[src/rtl/timer_share_pkg.sv]
// Shared types and constants for the pattern-triggered timer sharing arbiter.
package timer_share_pkg;

  typedef enum logic [2:0] {
    ST_IDLE,
    ST_SEND,
    ST_WAIT_DONE,
    ST_WAIT_ACK,
    ST_RELEASE
  } state_e;

  localparam logic [3:0] START_PATTERN      = 4'b1101;
  localparam int         SEND_BITS          = 8;
  localparam int         WDOG_LIMIT_DEFAULT = 16064;

endpackage

[src/rtl/timer_share_arb_rr_arbiter.sv]
// Combinational round-robin arbiter: one-hot grant to the first request at or after ptr.
module rr_arbiter #(
  parameter int NUM_REQ = 4,
  parameter int PTR_W   = (NUM_REQ > 1) ? $clog2(NUM_REQ) : 1
) (
  input  logic [NUM_REQ-1:0] req,
  input  logic [PTR_W-1:0]   ptr,
  output logic [NUM_REQ-1:0] gnt
);

  logic             found;
  logic [PTR_W-1:0] idx;

  always_comb begin
    gnt   = '0;
    found = 1'b0;
    idx   = '0;
    for (int off = 0; off < NUM_REQ; off++) begin
      idx = PTR_W'((int'(ptr) + off) % NUM_REQ);
      if (!found && req[idx]) begin
        gnt[idx] = 1'b1;
        found    = 1'b1;
      end
    end
  end

endmodule

[src/rtl/timer_share_arb.sv]
// Shares one pattern-triggered countdown timer among NUM_REQ requesters.
// Optional watchdog on the done wait: define TIMER_SHARE_ARB_WDOG_EN.
module timer_share_arb
  import timer_share_pkg::*;
#(
  parameter int NUM_REQ = 4,
  parameter int DELAY_W = 4
`ifdef TIMER_SHARE_ARB_WDOG_EN
  , parameter int WDOG_LIMIT = WDOG_LIMIT_DEFAULT
`endif
) (
  input  logic                       clk,
  input  logic                       reset,
  input  logic [NUM_REQ-1:0]         req,
  input  logic [NUM_REQ*DELAY_W-1:0] req_delay,
  input  logic [NUM_REQ-1:0]         req_ack,
  output logic [NUM_REQ-1:0]         grant,
  output logic [NUM_REQ-1:0]         done_o,
  output logic [NUM_REQ-1:0]         counting_o,
  output logic [3:0]                 count_o,
  output logic                       tmr_data,
  output logic                       tmr_ack,
  input  logic                       tmr_counting,
  input  logic                       tmr_done,
  input  logic [3:0]                 tmr_count
`ifdef TIMER_SHARE_ARB_WDOG_EN
  , output logic                     wdog_err
`endif
);

  localparam int IDX_W = (NUM_REQ > 1) ? $clog2(NUM_REQ) : 1;

  state_e               state_q, state_d;
  logic [NUM_REQ-1:0]   grant_q, grant_d, done_q, done_d, arb_gnt;
  logic [IDX_W-1:0]     ptr_q, ptr_d, win_q, win_d, sel_idx;
  logic [2:0]           bit_idx_q, bit_idx_d;
  logic [DELAY_W-1:0]   delay_q, delay_d;
  logic                 tmr_data_q, tmr_data_d, tmr_ack_q, tmr_ack_d;
  logic [DELAY_W-1:0]   delay_arr [NUM_REQ];
  logic [SEND_BITS-1:0] frame;
`ifdef TIMER_SHARE_ARB_WDOG_EN
  logic [14:0]          wdog_cnt_q, wdog_cnt_d;
  logic                 wdog_err_q, wdog_err_d;
`endif

  genvar gi;
  generate
    for (gi = 0; gi < NUM_REQ; gi++) begin : g_delay
      assign delay_arr[gi] = req_delay[gi*DELAY_W +: DELAY_W];
    end
  endgenerate

  rr_arbiter #(.NUM_REQ(NUM_REQ), .PTR_W(IDX_W)) u_rr (
    .req (req),
    .ptr (ptr_q),
    .gnt (arb_gnt)
  );

  always_comb begin
    sel_idx = '0;
    for (int i = 0; i < NUM_REQ; i++) begin
      if (arb_gnt[i]) sel_idx = IDX_W'(i);
    end
  end

  assign frame = {START_PATTERN, delay_q};

  // tmr_data is registered, so each bit is computed one cycle ahead of bit_idx_q.
  always_comb begin
    state_d    = state_q;
    grant_d    = grant_q;
    done_d     = done_q;
    ptr_d      = ptr_q;
    win_d      = win_q;
    bit_idx_d  = bit_idx_q;
    delay_d    = delay_q;
    tmr_data_d = 1'b0;
    tmr_ack_d  = 1'b0;
`ifdef TIMER_SHARE_ARB_WDOG_EN
    wdog_cnt_d = wdog_cnt_q;
    wdog_err_d = 1'b0;
`endif
    unique case (state_q)
      ST_IDLE: begin
        if (|req) begin
          grant_d    = arb_gnt;
          win_d      = sel_idx;
          delay_d    = delay_arr[sel_idx];
          bit_idx_d  = '0;
          tmr_data_d = START_PATTERN[3];
          state_d    = ST_SEND;
        end
      end
      ST_SEND: begin
        if (bit_idx_q == 3'(SEND_BITS-1)) begin
          bit_idx_d = '0;
          state_d   = ST_WAIT_DONE;
`ifdef TIMER_SHARE_ARB_WDOG_EN
          wdog_cnt_d = '0;
`endif
        end else begin
          bit_idx_d  = bit_idx_q + 3'd1;
          tmr_data_d = frame[3'(SEND_BITS-2) - bit_idx_q];
        end
      end
      ST_WAIT_DONE: begin
        if (tmr_done) begin
          done_d  = grant_q;
          state_d = ST_WAIT_ACK;
        end
`ifdef TIMER_SHARE_ARB_WDOG_EN
        else if (wdog_cnt_q == 15'(WDOG_LIMIT-1)) begin
          done_d     = grant_q;
          wdog_err_d = 1'b1;
          state_d    = ST_WAIT_ACK;
        end else begin
          wdog_cnt_d = wdog_cnt_q + 15'd1;
        end
`endif
      end
      ST_WAIT_ACK: begin
        if (|(req_ack & grant_q)) begin
          done_d    = '0;
          tmr_ack_d = 1'b1;
          state_d   = ST_RELEASE;
        end
      end
      ST_RELEASE: begin
        grant_d = '0;
        ptr_d   = (win_q == IDX_W'(NUM_REQ-1)) ? '0 : win_q + IDX_W'(1);
        state_d = ST_IDLE;
      end
      default: state_d = ST_IDLE;
    endcase
  end

  always_ff @(posedge clk) begin
    if (reset) begin
      state_q    <= ST_IDLE;
      grant_q    <= '0;
      done_q     <= '0;
      ptr_q      <= '0;
      win_q      <= '0;
      bit_idx_q  <= '0;
      delay_q    <= '0;
      tmr_data_q <= 1'b0;
      tmr_ack_q  <= 1'b0;
`ifdef TIMER_SHARE_ARB_WDOG_EN
      wdog_cnt_q <= '0;
      wdog_err_q <= 1'b0;
`endif
    end else begin
      state_q    <= state_d;
      grant_q    <= grant_d;
      done_q     <= done_d;
      ptr_q      <= ptr_d;
      win_q      <= win_d;
      bit_idx_q  <= bit_idx_d;
      delay_q    <= delay_d;
      tmr_data_q <= tmr_data_d;
      tmr_ack_q  <= tmr_ack_d;
`ifdef TIMER_SHARE_ARB_WDOG_EN
      wdog_cnt_q <= wdog_cnt_d;
      wdog_err_q <= wdog_err_d;
`endif
    end
  end

  assign grant      = grant_q;
  assign done_o     = done_q;
  assign tmr_data   = tmr_data_q;
  assign tmr_ack    = tmr_ack_q;
  assign counting_o = grant_q & {NUM_REQ{tmr_counting}};
  assign count_o    = tmr_count;
`ifdef TIMER_SHARE_ARB_WDOG_EN
  assign wdog_err   = wdog_err_q;
`endif

endmodule

[config.mk]
export PLATFORM = sky130hd
export DESIGN_NAME = timer_share_arb
export DESIGN_NICKNAME = d
export VERILOG_FILES = /design/src/rtl/timer_share_pkg.sv /design/src/rtl/timer_share_arb_rr_arbiter.sv /design/src/rtl/timer_share_arb.sv
export SDC_FILE = /design/constraint.sdc
export NUM_CORES = 1
export LEC_CHECK = 0
export ABC_AREA = 0
export BUFFER_PORTS_ARGS = -buffer_cell sky130_fd_sc_hd__buf_2
export CORE_MARGIN = 1.5
export CORE_UTILIZATION = 52
export DETAILED_ROUTE_END_ITERATION = 7
export GPL_TIMING_DRIVEN = 0
export PLACE_DENSITY = 0.77
export SETUP_SLACK_MARGIN = 0.05
export SKIP_CTS_REPAIR_TIMING = 1
export SYNTH_ARGS = -nofsm -noshare
export SYNTH_HDL_FRONTEND = slang
export SYNTH_HIERARCHICAL = 1
export SYNTH_SLANG_ARGS = --single-unit
[constraint.sdc]
create_clock -name clk -period 2.97 [get_ports clk]
set_input_delay 0.1485 -clock clk [delete_from_list [all_inputs] [get_ports clk]]
set_output_delay 0.1485 -clock clk [all_outputs]
set_load 0.05 [all_outputs]
Yosys cells after proc, flatten, opt, wreduce, memory -nomap -nowiden
Cells that the tools add are included.
{ "totals": {"ff_bits": 24, "input_bits": 32, "elab_cells": 113} }
{ "op_classes": {"add_sub_neg": 6, "order_cmp": 10, "eq_ne": 10, "mux": 49, "n_bitwise": 7, "reduce_logical": 22} }
{ "op_table": {"columns": ["cell", "count"], "rows": [
  ["$mux W4", 9],
  ["$mux W3", 6],
  ["$mux W1", 16],
  ["$pmux W4 S2", 2],
  ["$lt A2 B3 Y1 const B", 4],
  ["$or A4 B4 Y4", 3],
  ["$pmux W3 S4", 1],
  ["$and A4 B4 Y4", 2],
  ["$bmux W1 S2", 4],
  ["$bmux W4 S2", 1],
  ["$demux W1 S2", 4],
  ["$ge A2 B1 Y1 const B", 4],
  ["$ne A2 B2 Y1 const B", 4],
  ["$reduce_or A4 Y1", 2],
  ["$logic_and A1 B1 Y1", 7],
  ["$eq A3 B2 Y1 const B", 2],
  ["$eq A3 B3 Y1 const B", 2],
  ["$mux W2", 3],
  ["$pmux W3 S2", 1],
  ["$reduce_and A2 Y1", 3],
  ["$reduce_bool A2 Y1", 3],
  ["$add A2 B1 Y2 const B", 2],
  ["$add A2 B2 Y2 const B", 2],
  ["$lt A3 B4 Y1 const B", 1],
  ["other kinds (14)", 16]
]} }

Depth between registers and ports, before layout
Gate-level depths: netlist of the first run.
{ "depth": {"ltp_word": 19, "depth_mapped": 10} }

By module
The synthesis of the first run kept the hierarchy.
{ "modules_own_cells": {"columns": ["module", "n_inst", "cells_per_inst", "area_per_inst_um2", "seq_area_each_um2"], "rows": [
  ["timer_share_arb", 1, 160, 1393.8, 480.5],
  ["rr_arbiter", 1, 36, 337.8, 0.0]
]} }

Worst setup path before layout of the first run
Ideal clock, no wire load.
{ "synth_timing": {"kind": "register to register", "startpoint": "register ptr_q[0]", "endpoint": "register delay_q[0]", "setup_ns": 0.138, "arrival_ns": 2.524, "required_ns": 2.832, "slack_ns": 0.308, "path_stages_with_launch": 10, "period_less_slack_ns": 2.662, "cell_sequence": "dfxtp_1 > inv_1 > ha_1 > mux4_2 > nor4b_4 > nand2_1 > o211ai_1 > mux2_2 > o211ai_1 > a311oi_1"} }
{ "synth_between": {"elab_chain_cells": 19, "elab_cells_between_ends": 54, "classes_between": "add/sub: 3; order compare: 8; mux: 29; bitwise: 4; reduce/logical: 10"} }
{ "synth_lines": {"columns": ["item", "line_no", "text"], "rows": [
  ["start: declaration", "timer_share_arb.sv:35", "logic [IDX_W-1:0] ptr_q, ptr_d, win_q, win_d, sel_idx;"],
  ["start signal: assignment", "timer_share_arb.sv:156", "ptr_q <= ptr_d;"],
  ["parallel branches: the longest is 11 deep, another holds $lt A2 B3 Y1", null, null],
  ["$mux W4 (*)", "timer_share_arb_rr_arbiter.sv:20", "if (!found && req[idx]) begin"],
  ["named net arb_gnt[1]", "timer_share_arb.sv:34", "logic [NUM_REQ-1:0] grant_q, grant_d, done_q, done_d, arb_gnt;"],
  ["$mux W1 (*)", "timer_share_arb.sv:62", "if (arb_gnt[i]) sel_idx = IDX_W'(i);"],
  ["$mux W2 (*) (2 in a row)", "timer_share_arb.sv:62", null],
  ["$not A2 Y3 (not written as such) (*)", "timer_share_arb.sv:88", "delay_d = delay_arr[sel_idx];"],
  ["$bmux W4 S2 (*)", "timer_share_arb.sv:88", null],
  ["$mux W4 (not written as such) (*) (2 in a row)", "timer_share_arb.sv:88", null],
  ["end signal: assignment", "timer_share_arb.sv:159", "delay_q <= delay_d;"],
  ["end: declaration", "timer_share_arb.sv:37", "logic [DELAY_W-1:0] delay_q, delay_d;"]
]} }
Mark *: on every way through the listed nets, which the timed path passes. The select of a mux whose other input is x is not followed.
A chain may end at the register's enable or synchronous reset.

Final worst setup path of the first run
{ "layout_timing": {"startpoint": "register ptr_q[0]", "endpoint": "register delay_q[2]"} }
Same word-level chain as after synthesis.

==> results of run 1 <==
[cell usage in the layout (no fill, tap or decap), drive strengths merged]
| cell type | count |
|---|---|
| buf | 57 |
| dfxtp | 24 |
| a21oi | 19 |
| nand2 | 17 |
| o211ai | 15 |
| inv | 11 |
| ha | 11 |
| clkbuf | 10 |
| nand3 | 9 |
| nand2b | 6 |
| a311oi | 6 |
| a31oi | 5 |
| o311ai | 5 |
| nor2 | 5 |
| nor4b | 5 |
| mux4 | 5 |
| and2 | 4 |
| mux2 | 4 |
| a21o | 4 |
| nor3 | 3 |
| or3 | 3 |
| a22oi | 2 |
| and3 | 2 |
| or3b | 2 |
| mux2i | 2 |
| nor4 | 2 |
| nor3b | 1 |
| or4 | 1 |
| nor2b | 1 |
| xor2 | 1 |
| o2111ai | 1 |
| nand3b | 1 |
| a211o | 1 |
| or2 | 1 |
[report_power, final]
group | internal, mW | leakage, nW | switching [mW]
sequential | 0.336 | 0.198 | 0.0117
combinational | 0.0711 | 0.646 | 0.105
clock | 0.0751 | 0.0210 | 0.0993
total | 0.482 | 0.865 | 0.216
[logic make-up after synthesis]
group | count (synthesis)
simple gates | 63
compound gates | 58
buf+inv | 28
flops | 24
mux | 11
fa+ha+maj | 11
xor+xnor | 1
[metrics by stage]
stage	hold slack [ns]	worst slack [ns]	instance area, um2
6_report	0.0896	0.200	2060
5_1_grt	0.0773	0.0377	2060
4_1_cts	0.0863	-0.0927	2040
3_5_place_dp	0.435	-0.0728	2010
3_3_place_gp	0.432	-0.0849	2010
2_1_floorplan	0.320	0.308	1730
[how the worst min path moves through the flow]
stage               cells after the start  slack (ns)          to          start
finish                                  3        0.09  delay_q[3]  req_delay[15]
global route                            3        0.08  delay_q[3]  req_delay[15]
CTS                                     3        0.09  delay_q[3]  req_delay[15]
detailed placement                      3        0.43  delay_q[3]  req_delay[15]
global placement                        3        0.43  delay_q[3]  req_delay[15]
floorplan                               2        0.32  delay_q[3]  req_delay[15]
[registers in the layout, summed over array words and instances, names as in the netlist]
register and flops:
delay_q 4, ptr_q 2, done_o 4, state_q 3, tmr_data 1, win_q 2
grant 4, tmr_ack 1, bit_idx_q 3
[layout make-up]
cell class / instances / area, um2 / share of cell area [%]
tap: 44 / 55.1 / 2.67
multi-input combinational: 144 / 1110 / 53.9
timing repair buffer: 46 / 235 / 11.4
sequential: 24 / 485 / 23.5
buffer: 17 / 97.6 / 4.73
inverter: 11 / 41.3 / 2.00
clock buffer: 4 / 36.3 / 1.76
[worst max-delay path, stage by stage (launching register included)]
cell	delay [ns]
dfxtp_4	0.44
inv_1	0.10
ha_1	0.34
mux4_2	0.40
nor4b_4	0.38
nand2_1	0.09
o211ai_1	0.09
buf_4	0.18
mux2_2	0.34
o211ai_1	0.18
a311oi_1	0.11
[per-layer routing]
| layer | GRT usage [%] | wire length (um) |
|---|---|---|
| met1 | 35.2 | 1860 |
| met2 | 34.4 | 1690 |
| met3 | 4.69 | 281 |
| met4 | 2.80 | 14 |
| met5 | 0 | 0 |
[synth_stat cells, drive strengths merged (5+ instances only)]
library cell,instances
inv,11
clkbuf,6
nand2b,6
nor4b,5
a31oi,5
nand3,9
a21oi,19
a311oi,6
o311ai,5
o211ai,15
mux4,5
buf,11
nand2,17
nor2,5
dfxtp,24
ha,11
==> impl_results.md, run 1 <==
- Hold Path Class: input port to flip-flop
- Lkg Pwr: between 0.8 and 0.9 nW
- DR vias: 1,667
- Port-buffer cells: 44
- Residual DRC: 0
- Compound-gate portion of the synthesized area: 23.5%
- Xor and xnor area share after synthesis: less than 1%
- Setup TNS Final: 0 ns
- Setup CP Type: flip-flop to flip-flop
- Run status: complete, no violations
- Fraction of the mapped netlist area in simple logic gates: 21.7%
- DR pass1 iterations: 4
- Ports: 50
- Clock skew: approximately 0.0095 ns
- H-tree depth: 1
- Top_reg_cell synth: dfxtp_1
- Synth top area cells: dfxtp_1 (28%), ha_1 (7.9%), o211ai_1 (6.5%)
- Tot Pwr: 0.698 mW
- Placer Congestion: 0.846
- Total wire length: approximately 3.9 mm
- Fill count: approximately 280
- Syn Area/Cell: 8.84 um2
- Initial Utilization: 55.8%
- Full die area: 3690 um2
- Synth async-reset ratio: 0%
- Worst r2r src: ptr_q[0]
- Vias in the first global route: ~1,400
- Power per Cell Area: roughly 340 nW/um2
- Worst-Margin Slew: 0.637 ns
- Die Y: 60.7 um
- First-pass GRT wire length: 6.55 mm
- Worst IR drop on VDD: 0.230 mV
- Multiplexer share of the synthesized area: between 10% and 20%
- CP endpoint kind: flip-flop
- Antenna Cells: 0
- Cell count after synthesis: 196
- Worst-Skew Late Latency: 0.33 ns
- Post-Synth Adder-Cell Area: 7.95%
- Sequential area share after synthesis: ~28%
- Clock Sinks: 24
- Inst Count DP: 284
- Total gr overflow: 0
- DR vias/cell: approximately 5.7
- Post-synth EDFFs: 0
- Largest net degree at the start of global routing: 14
- RSZ-0062 raised after global routing: no
- Detail Route Antenna Nets: 0
- Die width: about 60 um
- Final core utilization: 66.5%
- Final min period: 2.77 ns
- Post-Syn Nets: 239
- Yosys warnings: 6
- Crit path required time: between 3 and 4 ns
- Layout cells sized above 1: about a third
- Synth top area share: 27.7%
- Clk Tree Root Cell: clkbuf_4
- Max frequency: between 300 and 400 MHz
- Clock buffer depth: 2
- Crit path launch: ptr_q[0]
- Core area: around 3100 um2
- #FFs+latches synth: 24
- Period utilization: 93.3%
- HPWL after DPL: 3.02 mm
- Fin. Hold Viols: 0
- Synth unique cells: 40
- Mapped Area: 1730 um2
- Final Net Count: 290
- Critical R2R Capture: delay_q[2]
- Gr usage total: 23.0%
- R2r setup slk: 0.20 ns
- CTS tree: yes
- Iteration-0 DRC count of the detailed router: 137
- Setup-failing EPs final: 0
- Clk slew on worst S/H paths: between 0.1 and 0.15 ns
- Arrival time of the worst setup path: ~3.0 ns
- Worst-path fanout max: 9
- Max-slew violation count: 0
- Non-filler cells, final: 290
- MaxCap Viol Count: 0
- Initial antenna violation count: 0
- Max_slew headroom: about 57%
- Per-cell routed wire length: 13.3 um
- Setup crit start kind: flip-flop
- Worst reg-to-reg path cell count: 10
- Worst setup endpoint: delay_q[2]
- Rows: 20
- Area leader, netlist: dfxtp_1
- Largest family of logic cells by synthesized area: compound AO/OA/AOI/OAI gates
- Synth-to-layout area growth: 19.2%
- CTS Buf Count: 3
Power figures use the tool's default switching activity.
==> run 2, diff against run 1 <==
ABC_CLOCK_PERIOD_IN_PS = 2970   (was not set)
REMOVE_ABC_BUFFERS = 1   (was not set)
SYNTH_HIERARCHICAL = not set   (was 1)
==> impl_results.md, run 2 <==
- CTS tree: yes
- Placer Congestion: 0.849 (+0.34%)
- Lkg Pwr: 0.928 nW (+7.3%)
- Period utilization: 95.9% (+2.6 points)
- Max frequency: 351 MHz (-2.8%)
- Die width: 61.7 um (+1.6%)
- Inst Count DP: 291 (+2.5%)
- Setup ws final: 0.121 ns (-0.0786 ns)
- Initial antenna violation count: 0 (unchanged)
- Final Net Count: 304 (+4.8%)
- Total gr overflow: 0 (unchanged)
- H-tree depth: 1 (unchanged)
- Synth-to-layout area growth: 21.3%
- Clk Tree Root Cell: clkbuf_4
- Most frequent cells in the layout: buf_2 (41), dfxtp_1 (22), nor2_1 (20)
- Fill count: 301 (+6.7%)
- DR pass1 iterations: 4 (unchanged)
- Clock buffer depth: 2 (unchanged)
- CP delay by family, top: compound AO/OA/AOI/OAI gates
- Ports: 50 (unchanged)
- Port-buffer cells: 41 (-6.8%)
- Setup-failing EPs final: 0 (unchanged)
- Setup CP Type: flip-flop to flip-flop
- Synth top area cells: dfxtp_1 (27%), ha_1 (7.0%), mux4_2 (5.0%)
- Post-Synth Adder-Cell Area: 6.99% (-0.95 points)
- Multi-input gate area: 1240 um2 (+11%)
- Worst path max stage delay: 0.52 ns (+0.08 ns)
- Synth top area share: 26.9% (-0.89 points)
- Crit path top cell by count: buf_4
- Worst-path fanout max: 7 (-2)
- Worst-Skew Late Latency: 0.32 ns (about the same)
- Core area: 3310 um2 (+6.7%)
- CP endpoint kind: flip-flop
- Worst IR drop on VDD: 0.189 mV (-18%)
- Multiplexer share of the synthesized area: 6.92% (-3.8 points)
- Max-slew violation count: 0 (unchanged)
- Initial Utilization: 54.0% (-1.8 points)
- CTS Buf Count: 3 (unchanged)
- RSZ-0062 raised after global routing: no
- Vias in the first global route: 1,439 (+0.98%)
- Detail Route Antenna Nets: 0 (unchanged)
- Worst path buffer plus inverter count: 3 (+1)
- Storage cell area: 488 um2 (+0.52%)
- Post-synth EDFFs: 0 (unchanged)
- Final min period: 2.85 ns (+0.0786 ns)
- Die Y: 61.7 um (+1.6%)
- Total wire length: 4.57 mm (+19%)
- Setup crit start kind: flip-flop
- Cell count after synthesis: 217 (+11%)
- Gr usage total: 22.6% (-0.41 points)
- Arrival time of the worst setup path: 3.07 ns (+0.10 ns)
- Residual DRC: 0 (unchanged)
- DR vias: 1,780 (+6.8%)
- Synth async-reset ratio: 0% (unchanged)
- Worst-Margin Slew: 0.594 ns (-0.0436 ns)
- Critical Path, Cell by Cell: clkinvlp_4, ha_4, mux4_2, buf_4, buf_4, o311ai_2, or2_1, o211ai_1, a41o_1
- Mapped Area: 1790 um2 (+3.3%)
- Xor and xnor area share after synthesis: 0% (-0.51 points)
- Full die area: 3800 um2 (+3.2%)
- Place WS: -0.425 ns (-0.352 ns)
- Max stage delay cell, worst path: mux4_2
- Clk slew on worst S/H paths: 0.13 ns (about the same)
- Most frequent cells after synthesis: dfxtp_1 (24), nor2_1 (20), a21oi_1 (15)
- Synth unique cells: 51 (+28%)
- Compound-gate portion of the synthesized area: 22.9% (-0.62 points)
- Iteration-0 DRC count of the detailed router: 99 (-28%)
- Tot Pwr: 0.767 mW (+10%)
- DR vias/cell: 5.80 (+0.87%)
- Clock skew: 0.00588 ns (-0.00362 ns)
- Yosys warnings: 0 (-6)
- Top_reg_cell synth: dfxtp_1
- Crit path required time: 3.19 ns (+0.02 ns)
- Largest net degree at the start of global routing: 31 (+17)
- Max_slew headroom: 60.1% (+2.6 points)
- Sequential area share after synthesis: 26.9% (-0.89 points)
- Area leader, netlist: dfxtp_1
- Power per Cell Area: 354 nW/um2 (+4.7%)
- Rows: 21 (+5.0%)
- Commonest non-fill, non-tap cell in the layout: buf_2
- First-pass GRT wire length: 6.51 mm (-0.64%)
- Fin. Hold Viols: 0 (unchanged)
- Antenna Cells: 0 (unchanged)
- Clock Sinks: 24 (unchanged)
- MaxCap Viol Count: 0 (unchanged)
- Non-filler cells, final: 307 (+5.9%)
- Layout cells sized above 1: 33.7% (+1.6 points)
- Hold WS: 0.153 ns (+0.0629 ns)
- Top-count cell post-synth: dfxtp_1
- HPWL after DPL: 2.99 mm (-1.1%)
- Fraction of the mapped netlist area in simple logic gates: 30.1% (+8.5 points)
- Syn Area/Cell: 8.25 um2 (-6.7%)
- Run status: complete, no violations
- Hold Path Class: input port to flip-flop
- #FFs+latches synth: 24 (unchanged)
- Per-cell routed wire length: 14.9 um (+12%)
- Largest family of logic cells by synthesized area: simple AND/OR/NAND/NOR gates
run 2: routing by layer:
| metal | GRT usage, % | part of all wire, % | vias to the layer above |
|---|---|---|---|
| li1 | - | - | 889 |
| met2 | 37.4 | 46 | 78 |
| met3 | 3.15 | 7.3 | 4 |
| met4 | 4.56 | 0.74 | 0 |
| met1 | 31.4 | 46 | 809 |
| met5 | 0 | 0 | - |
run 2: logic make-up after synthesis:
family	Yosys count
compound gates	59
fa+ha+maj	10
buf+inv	23
flops	24
mux	7
simple gates	94
run 2: final cells by class:
| cell class | instances | share of cell area [%] |
|---|---|---|
| clock buffers | 3 | 1.04 |
| clock inverters | 1 | 1.38 |
| inverters | 9 | 1.73 |
| multi-input cells | 171 | 57.1 |
| flip-flops and latches | 24 | 22.5 |
| well taps | 46 | 2.65 |
| repair buffers | 53 | 13.6 |
run 2: final timing paths:
| check | start | endpoint | slack (ns) | depth (start not counted) |
|---|---|---|---|---|
| worst max-delay path | ptr_q[0] | delay_q[3] | 0.12 | 9 |
| worst min-delay path | req_delay[10] | delay_q[2] | 0.15 | 3 |
| worst max register to register | ptr_q[0] | delay_q[3] | 0.12 | 9 |
| worst min register to register | bit_idx_q[2] | bit_idx_q[2] | 0.49 | 2 |
run 2: report_power, final:
part	internal, mW	switching [mW]	leakage (nW)
Sequential	0.337	0.0165	0.198
Combinational	0.0753	0.0987	0.702
Clock	0.136	0.103	0.0279
run 2: per-stage QoR:
step,TNS [ns],instance area (um2),utilization [%]
after floorplan,-0.0707,1710,-
after global placement,-2.22,1970,59.6
after detailed placement,-2.26,1990,60.1
after CTS,-2.25,2040,61.6
after global routing,0,2170,65.5
final,0,2170,65.5
run 2: worst reg2reg max path, delay by kind of cell, from the launching register on:
family,cells,cell delay [ns]
flops,1,0.42
mux,1,0.52
compound gates,3,0.81
fa+ha+maj,1,0.30
simple gates,1,0.28
buf+inv,3,0.44
==> run 3, diff against run 2 <==
CORE_ASPECT_RATIO = 1.25   (was not set)
==> impl_results.md, run 3 (same netlist as run 2, synthesis figures left out) <==
- Run status: complete, no violations
- CTS Buf Count: 3 (unchanged)
- Setup CP Type: flip-flop to flip-flop
- Die width: 55.5 um (-10%)
- Ports: 50 (unchanged)
- Total gr overflow: 0 (unchanged)
- RSZ-0062 raised after global routing: no
- Full die area: 3800 um2 (about the same)
- Initial Utilization: 55.0% (+0.98 points)
- Final min period: 2.83 ns (-0.0151 ns)
- Worst r2r src: ptr_q[0]
- Period utilization: 95.4% (-0.51 points)
- HPWL after DPL: 2.98 mm (about the same)
- Metal3 WL: 189 um (-43%)
- Hold WS: 0.202 ns (+0.0491 ns)
- Detail Route Antenna Nets: 0 (unchanged)
- Setup-failing EPs final: 0 (unchanged)
- Clock buffer depth: 2 (unchanged)
- Power per Cell Area: 374 nW/um2 (+5.8%)
- Wire length on met2: 2.20 mm (+4.4%)
- Layout cells sized above 1: 33.5% (-0.25 points)
- DR vias/cell: 5.95 (+2.6%)
- Port-buffer cells: 41 (unchanged)
- Worst-path fanout max: 7 (unchanged)
- Largest net degree at the start of global routing: 31 (unchanged)
- Clk slew on worst S/H paths: 0.09 ns (-0.04 ns)
- CP endpoint kind: flip-flop
- Per-cell routed wire length: 14.5 um (-2.4%)
- Die Y: 68.6 um (+11%)
- Antenna Cells: 0 (unchanged)
- Max_slew headroom: 56.9% (-3.1 points)
- M1 WL: 1.89 mm (-9.9%)
- Crit path required time: 3.14 ns (-0.05 ns)
- Final Net Count: 303 (-0.33%)
- Gr usage total: 21.7% (-0.89 points)
- Core area: 3250 um2 (-1.8%)
- Total wire length: 4.32 mm (-5.6%)
- Tot Pwr: 0.808 mW (+5.3%)
- MaxCap Viol Count: 0 (unchanged)
- Residual DRC: 0 (unchanged)
- DR pass1 iterations: 4 (unchanged)
- Vias in the first global route: 1,598 (+11%)
- Clock skew: 0.0111 ns (+0.00519 ns)
- Lkg Pwr: 0.928 nW (about the same)
- Max-slew violation count: 0 (unchanged)
- Iteration-0 DRC count of the detailed router: 39 (-61%)
- Worst IR drop on VDD: 0.365 mV (+94%)
- Max frequency: 353 MHz (+0.53%)
- Arrival time of the worst setup path: 3.01 ns (-0.06 ns)
- Setup TNS Final: 0 ns (unchanged)
- DR vias: 1,766 (-0.79%)
- First-pass GRT wire length: 6.77 mm (+4.0%)
- Worst-Skew Late Latency: 0.27 ns (-0.05 ns)
- Most frequent cells in the layout: buf_2 (42), dfxtp_1 (22), nor2_1 (20)
- Initial antenna violation count: 0 (unchanged)
- Fin. Hold Viols: 0 (unchanged)
- Setup crit start kind: flip-flop
- Synth-to-layout area growth: 20.7%
- Crit path launch: ptr_q[0]
- Uppermost layer routed: met4
- Clk Tree Root Cell: clkbuf_8
- H-tree depth: 1 (unchanged)
- Placer Congestion: 0.832 (-2.0%)
- Commonest non-fill, non-tap cell in the layout: buf_2
- Hold Path Class: input port to flip-flop
- Hold wc startpoint: req_delay[8]
- Final core utilization: 66.4% (+0.88 points)
- Worst-Margin Slew: 0.641 ns (+0.0474 ns)
- Clock Sinks: 24 (unchanged)
- Rows: 23 (+9.5%)
- CTS tree: yes
-- run 3: changes by cell type in the layout (fill, tap and decap cells not counted), sizes merged --
cell | previous run | this run
a211oi | 2 | 1
-- run 3: final timing paths --
kind / end / slack, ns / depth (start not counted)
max: delay_q[0] / 0.14 / 8
min: delay_q[0] / 0.20 / 3
max reg2reg: delay_q[0] / 0.14 / 8
min reg2reg: bit_idx_q[2] / 0.49 / 2
-- run 3: critical path, stage by stage (launching register included) --
cell	delay, ns
dfxtp_4	0.40
clkinvlp_4	0.13
ha_4	0.29
mux4_2	0.57
or4b_4	0.51
a22oi_2	0.25
a211oi_4	0.10
or2_2	0.29
a41o_1	0.20
-- run 3: power by group --
part | switching [mW] | internal (mW) | leakage (nW)
logic | 0.0965 | 0.0733 | 0.695
clock network | 0.106 | 0.180 | 0.0357
registers | 0.0153 | 0.337 | 0.198
total | 0.218 | 0.590 | 0.928
-- run 3: through the flow --
| stage | setup WS [ns] | area, um2 | cells |
|---|---|---|---|
| after floorplan | -0.0707 | 1710 | 203 |
| after global routing | 0.0645 | 2160 | 297 |
| after detailed placement | -0.406 | 1980 | 282 |
| after CTS | -0.398 | 2050 | 286 |
| final | 0.136 | 2160 | 297 |
| after global placement | -0.359 | 1960 | 281 |
-- run 3: cell type report --
type / count / area (um2)
multi-input cells: 170 / 1220
clock inverters: 1 / 30.0
inverters: 9 / 37.5
flip-flops and latches: 24 / 488
well taps: 37 / 46.3
clock buffers: 3 / 41.3
fillers: 292 / 1090
repair buffers: 53 / 293
-- run 3: layer usage --
metal	vias to the layer above	global-route usage [%]
met5	-	0
met4	0	8.23
met3	4	3.36
met2	57	40.3
met1	830	25.4
li1	875	-
